==> src/rtl/alu_issue_stage.sv <==
// Issue/result stage around a combinational ALU: buffers {op, a, b} requests in a small FIFO,
// holds the head operands stable for ALU_LAT cycles, then registers the result with a zero flag.
module alu_issue_stage #(
  parameter int unsigned WIDTH   = 32,
  parameter int unsigned OPW     = 3,
  parameter int unsigned DEPTH   = 2,
  parameter int unsigned ALU_LAT = 1
) (
  input  logic             clk,
  input  logic             rst_n,
  input  logic             in_valid,
  output logic             in_ready,
  input  logic [OPW-1:0]   in_op,
  input  logic [WIDTH-1:0] in_a,
  input  logic [WIDTH-1:0] in_b,
  output logic [OPW-1:0]   alu_op,
  output logic [WIDTH-1:0] alu_a,
  output logic [WIDTH-1:0] alu_b,
  input  logic [WIDTH-1:0] alu_r,
  output logic             out_valid,
  input  logic             out_ready,
  output logic [WIDTH-1:0] out_r,
  output logic [OPW-1:0]   out_op,
  output logic             out_zero
);

  localparam int unsigned PW = $clog2(DEPTH);
  localparam int unsigned CW = $clog2(DEPTH + 1);
  localparam int unsigned LW = (ALU_LAT > 1) ? $clog2(ALU_LAT) : 1;

  typedef enum logic [1:0] {StIdle, StSettle, StWaitOut} state_e;

  logic [OPW-1:0]   mem_op [DEPTH];
  logic [WIDTH-1:0] mem_a  [DEPTH];
  logic [WIDTH-1:0] mem_b  [DEPTH];
  logic [PW-1:0]    wr_ptr_q, rd_ptr_q;
  logic [CW-1:0]    count_q;
  logic [LW-1:0]    cnt_q, cnt_d;
  state_e           state_q, state_d;
  logic             push, capture, slot_free, settled;

  assign in_ready  = (count_q != CW'(DEPTH));
  assign push      = in_valid && in_ready;
  assign slot_free = !out_valid || out_ready;
  assign settled   = (cnt_q == LW'(ALU_LAT - 1));

  assign alu_op = mem_op[rd_ptr_q];
  assign alu_a  = mem_a[rd_ptr_q];
  assign alu_b  = mem_b[rd_ptr_q];

  always_comb begin
    state_d = state_q;
    cnt_d   = cnt_q;
    capture = 1'b0;
    case (state_q)
      StIdle: begin
        if (push) begin
          state_d = StSettle;
          cnt_d   = '0;
        end
      end
      StSettle: begin
        if (settled) begin
          if (slot_free) capture = 1'b1;
          else           state_d = StWaitOut;
        end else begin
          cnt_d = cnt_q + 1'b1;
        end
      end
      StWaitOut: begin
        if (slot_free) capture = 1'b1;
      end
      default: state_d = StIdle;
    endcase
    // Entries left after the pop, counting a same-cycle push, keep the pipe busy.
    if (capture) begin
      cnt_d   = '0;
      state_d = ((count_q > CW'(1)) || push) ? StSettle : StIdle;
    end
  end

  always_ff @(posedge clk or negedge rst_n) begin
    if (!rst_n) begin
      state_q <= StIdle;
      cnt_q   <= '0;
    end else begin
      state_q <= state_d;
      cnt_q   <= cnt_d;
    end
  end

  always_ff @(posedge clk or negedge rst_n) begin
    if (!rst_n) begin
      wr_ptr_q <= '0;
      rd_ptr_q <= '0;
      count_q  <= '0;
      for (int i = 0; i < DEPTH; i++) begin
        mem_op[i] <= '0;
        mem_a[i]  <= '0;
        mem_b[i]  <= '0;
      end
    end else begin
      if (push) begin
        mem_op[wr_ptr_q] <= in_op;
        mem_a[wr_ptr_q]  <= in_a;
        mem_b[wr_ptr_q]  <= in_b;
        wr_ptr_q         <= wr_ptr_q + 1'b1;
      end
      if (capture) rd_ptr_q <= rd_ptr_q + 1'b1;
      case ({push, capture})
        2'b10:   count_q <= count_q + 1'b1;
        2'b01:   count_q <= count_q - 1'b1;
        default: count_q <= count_q;
      endcase
    end
  end

  always_ff @(posedge clk or negedge rst_n) begin
    if (!rst_n) begin
      out_valid <= 1'b0;
      out_r     <= '0;
      out_op    <= '0;
      out_zero  <= 1'b0;
    end else if (capture) begin
      out_valid <= 1'b1;
      out_r     <= alu_r;
      out_op    <= alu_op;
      out_zero  <= (alu_r == '0);
    end else if (out_valid && out_ready) begin
      out_valid <= 1'b0;
    end
  end

endmodule

==> config.mk <==
export PLATFORM = sky130hd
export DESIGN_NAME = alu_issue_stage
export DESIGN_NICKNAME = d
export VERILOG_FILES = /design/src/rtl/alu_issue_stage.sv
export SDC_FILE = /design/constraint.sdc
export NUM_CORES = 1
export LEC_CHECK = 0
export BUFFER_PORTS_ARGS = -buffer_cell sky130_fd_sc_hd__buf_2
export CORE_ASPECT_RATIO = 0.9
export CORE_MARGIN = 10
export CORE_UTILIZATION = 53
export DETAILED_ROUTE_END_ITERATION = 8
export PLACE_DENSITY_LB_ADDON = 0.3
export SYNTH_ARGS = -nofsm -noshare
export SYNTH_HDL_FRONTEND = slang
export SYNTH_SLANG_ARGS = --single-unit
==> constraint.sdc <==
create_clock -name clk -period 2.56 [get_ports clk]
set_input_delay 0.256 -clock clk [delete_from_list [all_inputs] [get_ports clk]]
set_output_delay 0.256 -clock clk [all_outputs]
set_load 0.02 [all_outputs]
# [Word-level counts from Yosys, hierarchy flattened]
# Cells that the tools add are included.
[op_classes] add_sub_neg=5 magnitude_cmp=4 n_eq_ne=9 n_mux=32 bitwise_logic=2 n_reduce_logical=13
[op_table] cell="32-bit two-way mux" count=7
[op_table] cell="64-bit bitwise mux" count=2
[op_table] cell="32-bit demux with 1-bit select" count=1
[op_table] cell="32-bit zero test" count=1
[op_table] cell="3-bit two-way mux" count=4
[op_table] cell="3-bit inequality test, second input constant" count=3
[op_table] cell="1-bit two-way mux" count=8
[op_table] cell="2-bit two-way mux" count=4
[op_table] cell="6-bit bitwise mux" count=1
[op_table] cell="2-bit case mux with 3 select lines" count=1
[op_table] cell="2-bit by 1-bit == test with 1-bit output, second input constant" count=2
[op_table] cell="2-bit == test, second input constant" count=2
[op_table] cell="2-bit greater-or-equal comparator, second input constant" count=2
[op_table] cell="2-bit inequality test, second input constant" count=2
[op_table] cell="1-bit inverter with 2-bit output" count=2
[op_table] cell="1-bit case mux with 2 select lines" count=2
[op_table] cell="2-bit case mux with 2 select lines" count=1
[op_table] cell="4-bit AND reduction" count=1
[op_table] cell="2-bit nonzero test" count=2
[op_table] cell="1-bit adder, second input constant" count=3
[op_table] cell="3-bit demux with 1-bit select" count=1
[op_table] cell="1-bit logical AND" count=3
[op_table] cell="3-bit nonzero test" count=1
[op_table] cell="2-bit by 1-bit adder with 2-bit output, second input constant" count=1
[op_table] cell="other kinds (7)" count=8
[word_totals] reg_bits=178 input_bits=103 out_inout_bits=105 elab_cells=80

# [Depth between registers and ports, before layout]
[logic_depth] word_depth=7 mapped_depth=9 mapped_depth_nobuf=9

# [Worst setup path before layout]
# OpenSTA, ideal clock, no wires.
[synth_timing] path_kind="reg2reg" from="register state_q[0]" to="register state_q[0]" setup_time_ns=0.095 t_arrival_ns=1.887 t_required_ns=2.465 slack_ns=0.578 path_stages_with_launch=10 n_path_buf=1 period_less_slack_ns=1.982 path_cell_list="dfrtp_1 -> inv_1 -> ha_1 -> o21a_1 -> nand2_2 -> buf_6 -> ha_1 -> and2_1 -> or2_2 -> o31ai_1"
[synth_via] elab_chain_cells=4 word_cells_on_any_way=11 classes_between="eq/ne (6); mux (3); reduce/logical (2)"
[synth_lines] item="start, declared" line_no="39" source="state_e state_q, state_d;"
[synth_lines] item="start signal, assigned" line_no="84" source="state_q <= StIdle;"
[synth_lines] item="start signal, assigned" line_no="87" source="state_q <= state_d;"
[synth_lines] item="2-bit == test or 2-bit by 1-bit == test with 1-bit output (tied branches)" line_no="55" source="case (state_q)"
[synth_lines] item="1-bit case mux with 2 select lines" line_no="55"
[synth_lines] item="3-bit inequality test (no line) or 2-bit inequality test (tied branches)"
[synth_lines] item="4-bit AND reduction (no line)"
# Several ways; a longest one is shown, not always the timed one.
# A chain may end at the register's enable or synchronous reset.

# [Worst setup path in the final report]
[layout_timing] from="register rd_ptr_q" to="output alu_op[2]"
[layout_via] elab_chain_cells=4
[layout_lines] item="start, declared" line_no="36" source="logic [PW-1:0] wr_ptr_q, rd_ptr_q;"
[layout_lines] item="start signal, assigned" line_no="109" source="if (capture) rd_ptr_q <= rd_ptr_q + 1'b1;"
[layout_lines] item="1-bit inverter with 2-bit output (implied by the code)" line_no="47" source="assign alu_op = mem_op[rd_ptr_q];"
[layout_lines] item="3-bit two-way mux (implied by the code) (3 in a row)" line_no="47"
[layout_lines] item="end, declared" line_no="16" source="output logic [OPW-1:0] alu_op,"
# Every way passes these cells. The select of a mux whose other input is x is not followed.

==> results.md <==
- Area share of fa/ha/maj cells after synthesis: 0.0113
- Worst setup margin: 0.295 ns
- Syn. warnings: 0
- Worst setup path start: rd_ptr_q
- Max capacitance violation total: 0
- Count of state elements after synthesis: 177
- Final-stage net count: 812
- Global-route congestion overflow total: 0
- Required time of the critical path: 2.30 ns
- Type of element capturing the critical path: output port
- Clock-pin transition on the worst setup and hold timing paths: 0.07 ns
- Worst slew margin relative to its limit: 0.555
- Cell type with the highest aggregate area in the netlist: sky130_fd_sc_hd__dfrtp_1
- Final estimated routing congestion in global placement: 0.810
- Start point of the worst min-delay path: in_a[26]
- Inst Count DP: 875
- Synthesized-area fraction occupied by xor and xnor cells: 0.00451
- Num CTS Buffers: 17
- Cell area after placement: 0.00900 sq mm
- Antenna-violating nets left: 0
- Setup Skew: 0.0107 ns
- Number of DRC markers after the initial detailed-route iteration: 166
- Sort of element at the start of the critical path: flip-flop
- Period Utilization, post-route: 0.885
- Maximum number of pins on one net before global-route repair: 73
- Std-Cell Rows: 41
- Total power divided by cell area: 1530 mW/mm^2
- Antenna diode count: 0
- Tot GR Track Use: 0.179
- Clock Sinks: 177
- Critical Setup Path Class: flip-flop to output port
- Final wirelength: 17,600 um
- Worst Tran Pin Value: 0.668 ns
- Total negative setup slack: 0 ns
- Largest family of logic cells by synthesized area: multiplexers
- Count of unresolved DRC violations after routing: 0
- CTS H-tree depth: 4
- Run status: complete, no violations
- Maximum count of clock buffers along a single path: 2
- Hpwl dp: 12,800 um
- Top flip-flop cell by instance count after synthesis: sky130_fd_sc_hd__dfrtp_1
- Clock Tree Root: sky130_fd_sc_hd__clkbuf_16
- Number of iterations in the first detailed-routing pass: 4
- Post-layout instance count excluding filler cells: 906
- Vias in the first global route: 5,592
- EDFF count, synth: 0
- Setup Slack @ Placement: 0.636 ns
- Nets in the synthesized netlist: 598
- Pins over their slew limit: 0
- Setup-violating endpoint count in the final report: 0
- RSZ-0062 raised after global routing: false
- Ports placed on the boundary: 208
- Number of I/O port buffers: 207
- Most instantiated cells after synthesis: 177 x sky130_fd_sc_hd__dfrtp_1, 176 x sky130_fd_sc_hd__mux2_2, 30 x sky130_fd_sc_hd__mux2_1, 30 x sky130_fd_sc_hd__mux2_4, 11 x sky130_fd_sc_hd__buf_6
- Final instance area: 0.00965 sq mm
- Worst min-delay path class: input port to flip-flop
- Final hold violation count: 0
- Multiplexer share of the synthesized area: 0.356
- Post-Synthesis Cell Area: 0.00777 sq mm
- Vias after detailed routing: 4,751
- Largest fanout on the critical path: 30
- Clock insertion delay at the later pin of the skew report: 0.42 ns
- Yosys top cell area share: 0.570
- Period minus WS final: 2.26 ns
- DR WL/cell: 19.5 um
- Synthesized area divided by synthesized cell count: 15.9 sq um
- Y dimension of the die: 135 um
- Maximum achievable frequency: 0.442 GHz
- Number of antenna violations at the first check in global routing: 0
- Share of the synthesized area in compound gates (AO/OA/AOI/OAI): 0.00917
- Core ar.: 0.0142 sq mm
- Leakage power: 0.00457 uW
- Signed area change from the synthesized netlist to the final layout: 24.1%
- Sequential fraction of the synthesis area: 0.570
- Share of post-route cells with drive strength above 1: 0.648
- Starting utilization of the core area: 0.547
- Most frequent cell after synthesis: sky130_fd_sc_hd__dfrtp_1
- Die width: 148 um
- Post-synth ARST share: 1.00
- Mapped Cells: 488
- Cells taking the most area after synthesis: sky130_fd_sc_hd__dfrtp_1 57%, sky130_fd_sc_hd__mux2_2 25%, sky130_fd_sc_hd__mux2_4 5.8%, sky130_fd_sc_hd__mux2_1 4.3%, sky130_fd_sc_hd__buf_6 1.6%
- Worst vdd ir: 0.919 mV
- Number of different library cells in the post-synthesis netlist: 30
- Detail-routed via count per cell: 5.24
- Global-route wire length before repair: 28,700 um
- CTS tree: done
- Die footprint: 0.0199 sq mm
- Number of gates resized after cts: 0
- Arrival time at the worst endpoint: 2.01 ns
- Post-synthesis share of cell area spent on and, or, nand and nor gates: 0.0180
- Reg2reg start: state_q[0]
[registers in the layout, summed over array words and instances, names as in the netlist, 2 cells and up]
name,flops
mem_op,6
count_q,2
out_r,32
mem_b,64
out_op,3
mem_a,64
state_q,2
[power breakdown]
| group | internal [uW] | total [uW] | switching [uW] |
|---|---|---|---|
| combinational | 3440 | 6980 | 3550 |
| sequential | 4260 | 5040 | 782 |
| clock | 1730 | 2770 | 1040 |
[layout make-up]
type,count,area [sq um]
tap,193,241
multi-input combinational,279,3110
inverter,7,26.3
timing repair buffer,220,1200
fill,1071,4560
sequential,177,4430
clock buffer,21,480
clock inverter,9,155
[stage by stage]
stage / hold WS, ns / utilization / power (uW)
after global routing: 0.0557 / 0.679 / 15700
after floorplan: -0.0396 / - / 10100
final: 0.0660 / 0.679 / 14800
after detailed placement: 0.323 / 0.634 / 12100
after CTS: 0.0521 / 0.679 / 15000
after global placement: 0.317 / 0.634 / 11900
[final timing paths]
path	slack, ns	cells past startpoint	to
max	0.30	3	alu_op[2]
min	0.07	2	mem_a[58]
max reg2reg	0.60	8	state_q[1]
min reg2reg	0.48	1	mem_b[37]
max in group asynchronous	1.36	3	rd_ptr_q
min in group asynchronous	0.41	2	mem_b[28]
[placed cells by master, fill, tap and decap left out, drive strengths merged]
cell,instances
inv,7
o21a,1
nor2,1
dlygate4sd3,1
a21oi,1
nand2b,2
xor2,1
nand2,3
clkbuf,21
ha,7
o31ai,3
nand3,1
clkinv,4
or2,1
o21ai,5
mux2,236
nor4,8
clkinvlp,1
and2,1
buf,219
dfrtp,177
nand4,2
and3b,1
xnor2,3
bufinv,4
nor2b,1
o2111a,1
[routing by layer]
layer / share of wire / up-vias / GRT usage
met5: 0 / - / 0
li1: - / 2181 / -
met1: 0.42 / 2438 / 0.208
met4: 0.012 / 0 / 0.0484
met2: 0.50 / 118 / 0.310
met3: 0.060 / 14 / 0.0615
[kinds of logic (layout without fill, tap and decap cells)]
family,Yosys count,count (layout)
compound gates,11,11
mux,236,236
flops,177,177
fa+ha+maj,7,7
simple gates,21,21
buf+inv,32,257
xor+xnor,4,4
[critical path: stages, from the launching register on]
cell and delay (ns):
sky130_fd_sc_hd__dfrtp_2 0.73, sky130_fd_sc_hd__buf_12 0.28, sky130_fd_sc_hd__mux2_2 0.38, sky130_fd_sc_hd__buf_2 0.17
[timing repair]
item,CTS,global route
buffers inserted,0,0
hold buffers,1,0
hold endpoints to repair,68,0
endpoints found under the setup margin,0,0
(Power assumes the default switching activity.)
